--- src/rtl/memory_pkg.sv ---
// Shared types and memory-op helpers for the MIPS memory stage.
// Alignment exceptions are enabled by defining MEM_ADDR_EXC_EN (see memory_stage).
package memory_pkg;

  typedef struct packed {
    logic [31:0] instr;
    logic [31:0] aluout;
    logic [31:0] writedata;
    logic [4:0]  writereg;
    logic [31:0] hi;
    logic [31:0] lo;
    logic [31:0] pcplus4;
    logic        in_delay_slot;
    logic        exc_if_adel;
    logic        exc_ri;
    logic        exc_ov;
    logic        exc_sys;
    logic        exc_bp;
  } execute_data_t;

  typedef struct packed {
    execute_data_t ex;
    logic [31:0]   result;
    logic          exc_adel;
    logic          exc_ades;
    logic [31:0]   badvaddr;
  } memory_data_t;

  typedef enum logic [2:0] {IDLE, REQ, WAIT, DONE, DRAIN} mem_state_t;

  typedef enum logic [3:0] {
    MOP_NONE, MOP_LB, MOP_LBU, MOP_LH, MOP_LHU, MOP_LW, MOP_SB, MOP_SH, MOP_SW
  } mem_op_t;

  localparam logic [1:0] SIZE_BYTE = 2'd0;
  localparam logic [1:0] SIZE_HALF = 2'd1;
  localparam logic [1:0] SIZE_WORD = 2'd2;

  localparam logic [5:0] OPC_LB  = 6'h20;
  localparam logic [5:0] OPC_LH  = 6'h21;
  localparam logic [5:0] OPC_LW  = 6'h23;
  localparam logic [5:0] OPC_LBU = 6'h24;
  localparam logic [5:0] OPC_LHU = 6'h25;
  localparam logic [5:0] OPC_SB  = 6'h28;
  localparam logic [5:0] OPC_SH  = 6'h29;
  localparam logic [5:0] OPC_SW  = 6'h2B;

  function automatic mem_op_t decode_mem_op(input logic [31:0] instr);
    mem_op_t op;
    case (instr[31:26])
      OPC_LB:  op = MOP_LB;
      OPC_LBU: op = MOP_LBU;
      OPC_LH:  op = MOP_LH;
      OPC_LHU: op = MOP_LHU;
      OPC_LW:  op = MOP_LW;
      OPC_SB:  op = MOP_SB;
      OPC_SH:  op = MOP_SH;
      OPC_SW:  op = MOP_SW;
      default: op = MOP_NONE;
    endcase
    return op;
  endfunction

  function automatic logic is_load_op(input mem_op_t op);
    return (op == MOP_LB) || (op == MOP_LBU) || (op == MOP_LH) ||
           (op == MOP_LHU) || (op == MOP_LW);
  endfunction

  function automatic logic is_store_op(input mem_op_t op);
    return (op == MOP_SB) || (op == MOP_SH) || (op == MOP_SW);
  endfunction

  function automatic logic [1:0] op_size(input mem_op_t op);
    logic [1:0] sz;
    case (op)
      MOP_LH, MOP_LHU, MOP_SH: sz = SIZE_HALF;
      MOP_LW, MOP_SW:          sz = SIZE_WORD;
      default:                 sz = SIZE_BYTE;
    endcase
    return sz;
  endfunction

  function automatic logic misaligned(input mem_op_t op, input logic [1:0] a);
    logic [1:0] sz;
    sz = op_size(op);
    return ((sz == SIZE_HALF) && a[0]) || ((sz == SIZE_WORD) && (a != 2'b00));
  endfunction

  // Without alignment exceptions, half/word accesses silently round down.
  function automatic logic [31:0] align_addr(input mem_op_t op, input logic [31:0] a);
    logic [31:0] r;
    r = a;
    case (op_size(op))
      SIZE_HALF: r[0]   = 1'b0;
      SIZE_WORD: r[1:0] = 2'b00;
      default:   ;
    endcase
    return r;
  endfunction

  function automatic logic has_upstream_exc(input execute_data_t d);
    return d.exc_if_adel | d.exc_ri | d.exc_ov | d.exc_sys | d.exc_bp;
  endfunction

endpackage

--- src/rtl/mem_align.sv ---
// Combinational lane logic: store strobe/data replication and load
// lane selection with sign/zero extension.
module mem_align
  import memory_pkg::*;
(
  input  mem_op_t     op_i,
  input  logic [1:0]  addr_lo_i,
  input  logic [31:0] store_data_i,
  input  logic [31:0] load_raw_i,
  output logic [3:0]  strobe_o,
  output logic [31:0] store_data_o,
  output logic [31:0] load_data_o
);

  logic [7:0]  byte_sel;
  logic [15:0] half_sel;

  always_comb begin
    byte_sel = load_raw_i[7:0];
    case (addr_lo_i)
      2'd1:    byte_sel = load_raw_i[15:8];
      2'd2:    byte_sel = load_raw_i[23:16];
      2'd3:    byte_sel = load_raw_i[31:24];
      default: byte_sel = load_raw_i[7:0];
    endcase
  end

  assign half_sel = addr_lo_i[1] ? load_raw_i[31:16] : load_raw_i[15:0];

  always_comb begin
    strobe_o     = 4'b0000;
    store_data_o = 32'h0;
    load_data_o  = load_raw_i;
    case (op_i)
      MOP_SB: begin
        strobe_o     = 4'b0001 << addr_lo_i;
        store_data_o = {4{store_data_i[7:0]}};
      end
      MOP_SH: begin
        strobe_o     = 4'b0011 << addr_lo_i;
        store_data_o = {2{store_data_i[15:0]}};
      end
      MOP_SW: begin
        strobe_o     = 4'b1111;
        store_data_o = store_data_i;
      end
      MOP_LB:  load_data_o = {{24{byte_sel[7]}}, byte_sel};
      MOP_LBU: load_data_o = {24'h0, byte_sel};
      MOP_LH:  load_data_o = {{16{half_sel[15]}}, half_sel};
      MOP_LHU: load_data_o = {16'h0, half_sel};
      default: ;
    endcase
  end

endmodule

--- src/rtl/memory_stage.sv ---
// MIPS memory stage: one bus request per load/store, load alignment, writeback handoff.
// Define MEM_ADDR_EXC_EN to raise AdEL/AdES on misaligned half/word accesses.
module memory_stage
  import memory_pkg::*;
#(
  parameter int KSEG_MAP = 1
) (
  input  logic          clk,
  input  logic          reset,
  input  logic          flush,
  input  logic          in_valid,
  output logic          in_ready,
  input  execute_data_t in_data,
  output logic          dreq_valid,
  output logic [31:0]   dreq_addr,
  output logic [1:0]    dreq_size,
  output logic [3:0]    dreq_strobe,
  output logic [31:0]   dreq_data,
  input  logic          dresp_addr_ok,
  input  logic          dresp_data_ok,
  input  logic [31:0]   dresp_data,
  output logic          out_valid,
  input  logic          out_ready,
  output memory_data_t  out_data
);

  mem_state_t    state_q, state_d;
  execute_data_t ex_q, ex_d;
  memory_data_t  out_q, out_d;

  mem_op_t      in_op, op_q;
  logic         accept;
  logic         in_misalign, in_adel, in_ades, in_upexc, in_bus;
  logic [31:0]  eaddr, paddr;
  logic [3:0]   strobe;
  logic [31:0]  store_data, load_data;
  memory_data_t mem_out, pass_out;

  assign in_op    = decode_mem_op(in_data.instr);
  assign op_q     = decode_mem_op(ex_q.instr);
  assign in_upexc = has_upstream_exc(in_data);

`ifdef MEM_ADDR_EXC_EN
  assign in_misalign = (in_op != MOP_NONE) && misaligned(in_op, in_data.aluout[1:0]);
  assign eaddr       = ex_q.aluout;
`else
  assign in_misalign = 1'b0;
  assign eaddr       = align_addr(op_q, ex_q.aluout);
`endif

  // An upstream exception outranks our own address check.
  assign in_adel = in_misalign && !in_upexc && is_load_op(in_op);
  assign in_ades = in_misalign && !in_upexc && is_store_op(in_op);
  assign in_bus  = (in_op != MOP_NONE) && !in_upexc && !in_misalign;

  // kseg0/kseg1 (0x8000_0000-0xBFFF_FFFF) map onto physical 0x0000_0000 upward.
  assign paddr = ((KSEG_MAP != 0) && (eaddr[31:30] == 2'b10)) ? {3'b000, eaddr[28:0]} : eaddr;

  mem_align u_align (
    .op_i         (op_q),
    .addr_lo_i    (eaddr[1:0]),
    .store_data_i (ex_q.writedata),
    .load_raw_i   (dresp_data),
    .strobe_o     (strobe),
    .store_data_o (store_data),
    .load_data_o  (load_data)
  );

  always_comb begin
    mem_out        = '0;
    mem_out.ex     = ex_q;
    mem_out.result = is_load_op(op_q) ? load_data : ex_q.aluout;
  end

  always_comb begin
    pass_out          = '0;
    pass_out.ex       = in_data;
    pass_out.result   = in_data.aluout;
    pass_out.exc_adel = in_adel;
    pass_out.exc_ades = in_ades;
    pass_out.badvaddr = (in_adel || in_ades) ? in_data.aluout : 32'h0;
  end

  assign in_ready = (state_q == IDLE) || ((state_q == DONE) && out_ready);
  // The instruction offered alongside a flush is younger and dies with it.
  assign accept   = in_valid && in_ready && !flush;

  assign dreq_valid  = (state_q == REQ);
  assign dreq_addr   = paddr;
  assign dreq_size   = op_size(op_q);
  assign dreq_strobe = dreq_valid ? strobe : 4'b0000;
  assign dreq_data   = store_data;

  assign out_valid = (state_q == DONE);
  assign out_data  = out_q;

  always_comb begin
    state_d = state_q;
    ex_d    = ex_q;
    out_d   = out_q;
    if (flush) begin
      // Once addr_ok is seen the bus owes us a response that must be swallowed.
      case (state_q)
        WAIT, DRAIN: state_d = dresp_data_ok ? IDLE : DRAIN;
        default:     state_d = IDLE;
      endcase
    end else begin
      case (state_q)
        REQ: begin
          if (dresp_addr_ok) begin
            if (dresp_data_ok) begin
              state_d = DONE;
              out_d   = mem_out;
            end else begin
              state_d = WAIT;
            end
          end
        end
        WAIT: begin
          if (dresp_data_ok) begin
            state_d = DONE;
            out_d   = mem_out;
          end
        end
        DONE:    if (out_ready) state_d = IDLE;
        DRAIN:   if (dresp_data_ok) state_d = IDLE;
        default: ;
      endcase
      if (accept) begin
        ex_d = in_data;
        if (in_bus) begin
          state_d = REQ;
        end else begin
          state_d = DONE;
          out_d   = pass_out;
        end
      end
    end
  end

  always_ff @(posedge clk) begin
    if (reset) begin
      state_q <= IDLE;
      ex_q    <= '0;
      out_q   <= '0;
    end else begin
      state_q <= state_d;
      ex_q    <= ex_d;
      out_q   <= out_d;
    end
  end

endmodule

--- config.mk ---
export PLATFORM = sky130hd
export DESIGN_NAME = memory_stage
export DESIGN_NICKNAME = d
export VERILOG_FILES = /design/src/rtl/memory_pkg.sv /design/src/rtl/mem_align.sv /design/src/rtl/memory_stage.sv
export SDC_FILE = /design/constraint.sdc
export NUM_CORES = 1
export LEC_CHECK = 0
export ABC_AREA = 1
export BUFFER_PORTS_ARGS = -buffer_cell sky130_fd_sc_hd__clkbuf_2
export CAP_MARGIN = 20
export CORE_MARGIN = 2
export CORE_UTILIZATION = 40
export CTS_CLUSTER_SIZE = 12
export DETAILED_ROUTE_END_ITERATION = 6
export SETUP_SLACK_MARGIN = 0.05
export SLEW_MARGIN = 20
export SYNTH_ARGS = -nofsm -noshare
export SYNTH_HDL_FRONTEND = slang
export SYNTH_HIERARCHICAL = 1
export SYNTH_SLANG_ARGS = --single-unit
--- constraint.sdc ---
create_clock -name clk -period 2.4 [get_ports clk]
set_input_delay 0.24 -clock clk [delete_from_list [all_inputs] [get_ports clk]]
set_output_delay 0.24 -clock clk [all_outputs]
set_load 0.005 [all_outputs]
==> flow_metrics.py <==
metrics = {
    "outcome": {
        "status": "complete, but fails checks",
        "violations": "DRC, setup timing",
    },
    "drt": {
        "drc": 2,
        "routed_wl_mm": 92.82,
        "ant_nets": 0,
        "vias": 27140,
        "routedWlPerCell_um": 17.05,
        "vias_per_cell": 4.986,
        "drtIter0Drc": 2264,
        "dr.pass1.iters": 7,
    },
    "synthesis": {
        "async_flop_share": 0,
        "synthAdderAreaFrac": 0.001038,
        "synth_area_per_cell_sq_um": 6.109,
        "synthesis.nets": 4190,
        "synthXorXnorAreaFrac": 0,
        "synth_seq_cells": 475,
        "syn_inst": 3946,
        "synth_edf_count": 0,
        "synth_compound_area_frac": 0.1155,
        "ys_types": 27,
        "synth_ff_type": "dfxtp_1",
        "yosysWarnings": 6,
        "ys_seq_area_frac": 0.3945,
        "syn_area_sq_um": 24110,
        "synth_top_family_by_area": "simple AND/OR/NAND/NOR gates",
        "synthMuxAreaShare": 0,
        "synth-simple-area-share": 0.3703,
    },
    "timing": {
        "fmax_ghz": 0.3461,
        "period_share": 1.204,
        "slew_viol_final": 0,
        "fin_setup_tns_ns": -24.42,
        "whs_ns": 0.04789,
        "rsz0062_at_grt": "yes",
        "fin_crit_ns": 2.889,
        "fin_ws_ns": -0.4889,
        "hold_viol_final": 0,
        "relSlewSlack": 0.4246,
        "setup_viol": 70,
        "clock_skew_ns": 0.01837,
        "worst_pin_slew_ns": 0.8630,
    },
    "clocking": {
        "tritoncts": "done",
        "cts_buffers": 55,
        "clock_latency_ns": 0.61,
        "root_buffer": "clkbuf_16",
        "cts_max_level": 2,
        "numClockSinks": 475,
        "clock_path_buffers": 3,
        "clkTransAtPathRegs_ns": 0.06,
    },
    "setup_path": {
        "critPathMaxStageDelay_ns": 0.36,
        "cp-end-kind": "primary output",
        "cp.required_ns": 2.16,
        "crit_chain": "inv_4 > nand2_4 > nor4_4 > inv_1 > buf_4 > nand4_1 > inv_2 > nor2_4 > nand2_4 > nor2_4 > buf_12 > nand2_2 > nand3_2 > clkbuf_2",
        "worst_path_max_delay_cell": "dfxtp_4",
        "worstSetupPathType": "reg -> out",
        "start_kind": "flip-flop",
        "worstPathArrival_ns": 2.65,
        "crit_fanout": 8,
    },
    "place": {
        "post-place-ws_ns": -0.1333,
        "routabilityCongestion": 0.9123,
        "place_inst": 5108,
        "io_buffers": 583,
        "place_area_sq_um": 27940,
        "dpl.hpwl_mm": 60.28,
    },
    "global_route": {
        "grt_usage": 0.2803,
        "first_global_vias": 24420,
        "antenna_found_initial": 3,
        "grt_start_max_net_pins": 140,
        "grt_overflow": 0,
        "grt_pass1_wl_mm": 141.0,
    },
    "run": {
        "max_cap_violations": 0,
    },
    "floorplanning": {
        "dieWidth_um": 249.5,
        "start_util": 0.4061,
        "ios": 584,
        "core_sq_um": 59350,
        "fp.dieArea_sq_um": 62240,
        "die-height_um": 249.5,
        "rows": 89,
    },
    "power": {
        "vdd_drop_max_v": 0.0006481,
        "p_leak_nw": 15.30,
        "power_density_nw_per_um2": 641.5,
        "power_mw": 21.07,
    },
    "final_layout": {
        "fin_nets": 4873,
        "design_area_sq_um": 32840,
        "instances_no_fill": 5443,
        "register_area_sq_um": 9522,
        "drive_above_1_share": 0.2014,
        "nFillCells": 5846,
        "post-route-util": 0.5533,
        "area_growth_pct": 36.24,
        "multi_input_area_sq_um": 12340,
    },
    "worst_hold_path": {
        "hold_path_class": "in -> reg",
    },
}
final cells by class:
cell class	count	area share
Inverter	396	0.04625
Timing Repair Buffer	921	0.2057
Sequential cell	475	0.2899
Tap cell	773	0.02945
Antenna cell	3	0.0002286
Multi-Input combinational cell	2780	0.3758
Clock buffer	81	0.04922
Clock inverter	14	0.003429
Yosys cell counts (all sizes together) (2+ instances only):
master	n	share of area
inv	395	0.062
nor3	3	0.0013
nand4	3	0.00078
clkbuf	131	0.020
buf	164	0.037
a21oi	306	0.064
nand2	1160	0.18
a31oi	33	0.0086
dfxtp	475	0.39
nand3	382	0.080
nor2	682	0.11
ha	2	0.0010
o21ai	206	0.043
critical path, delay by kind of cell (launching register included):
| family | cells | cell delay, ns |
|---|---|---|
| buf+inv | 6 | 0.66 |
| flops | 1 | 0.36 |
| simple gates | 8 | 1.01 |
path summary, 6_finish.rpt:
| check | startpoint | end | slack [ns] | cells past startpoint |
|---|---|---|---|---|
| setup / recovery | ex_q[198] | dreq_data[13] | -0.49 | 14 |
| hold / removal | in_data[169] | eaddr[30] | 0.05 | 3 |
| setup reg to reg | ex_q[198] | out_data[56] | -0.34 | 24 |
| hold reg to reg | out_data[16] | out_data[16] | 0.44 | 2 |
flip-flops by register name (all words and copies together), names as in the netlist:
name / cells
state_q: 3
out_data: 269
ex_q: 173
eaddr: 30
kinds of logic (layout without fill, tap and decap cells):
group                    count (synthesis)  in the layout
other                                    0              3
adder cells (fa/ha/maj)                  2              2
AND/OR/NAND/NOR                       2231           2231
AO/OA/AOI/OAI                          547            547
flip-flops                             475            475
buffers and inverters                  691           1412
power by group:
group / internal [mW] / total (mW) / leakage [nW] / switching, mW
combinational: 1.64 / 4.10 / 10.5 / 2.47
clock: 4.74 / 8.21 / 0.858 / 3.47
sequential: 8.37 / 8.75 / 3.89 / 0.381
routing by layer:
layer	GRT usage	up-vias	part of all wire
li1	-	13630	-
met3	0.05778	166	0.085
met2	0.4358	1068	0.45
met1	0.3800	12280	0.43
met4	0.1105	0	0.036
met5	0	-	0
repair_timing:
| item | in CTS | in global routing |
|---|---|---|
| cloned | 2 | 7 |
| hold endpoints to repair | 325 | 0 |
| hold buffers | 203 | 0 |
| endpoints found under the setup margin | 71 | 87 |
| setup buffers | 17 | 11 |
| resized for setup | 78 | 145 |
| pin swaps | 15 | 38 |
cell usage in the layout (no fill, tap or decap), types with 20 or more instances in the layout:
cell / n
a21oi_1: 303
a31oi_1: 33
buf_12: 34
buf_4: 72
buf_6: 29
clkbuf_16: 63
clkbuf_2: 555
dfxtp_1: 469
dlygate4sd3_1: 203
inv_1: 375
nand2_1: 1112
nand2_2: 29
nand3_1: 355
nand3_2: 23
nor2_1: 660
nor2_4: 20
o21ai_0: 196
Note: power is estimated with default switching activity, not from simulation.
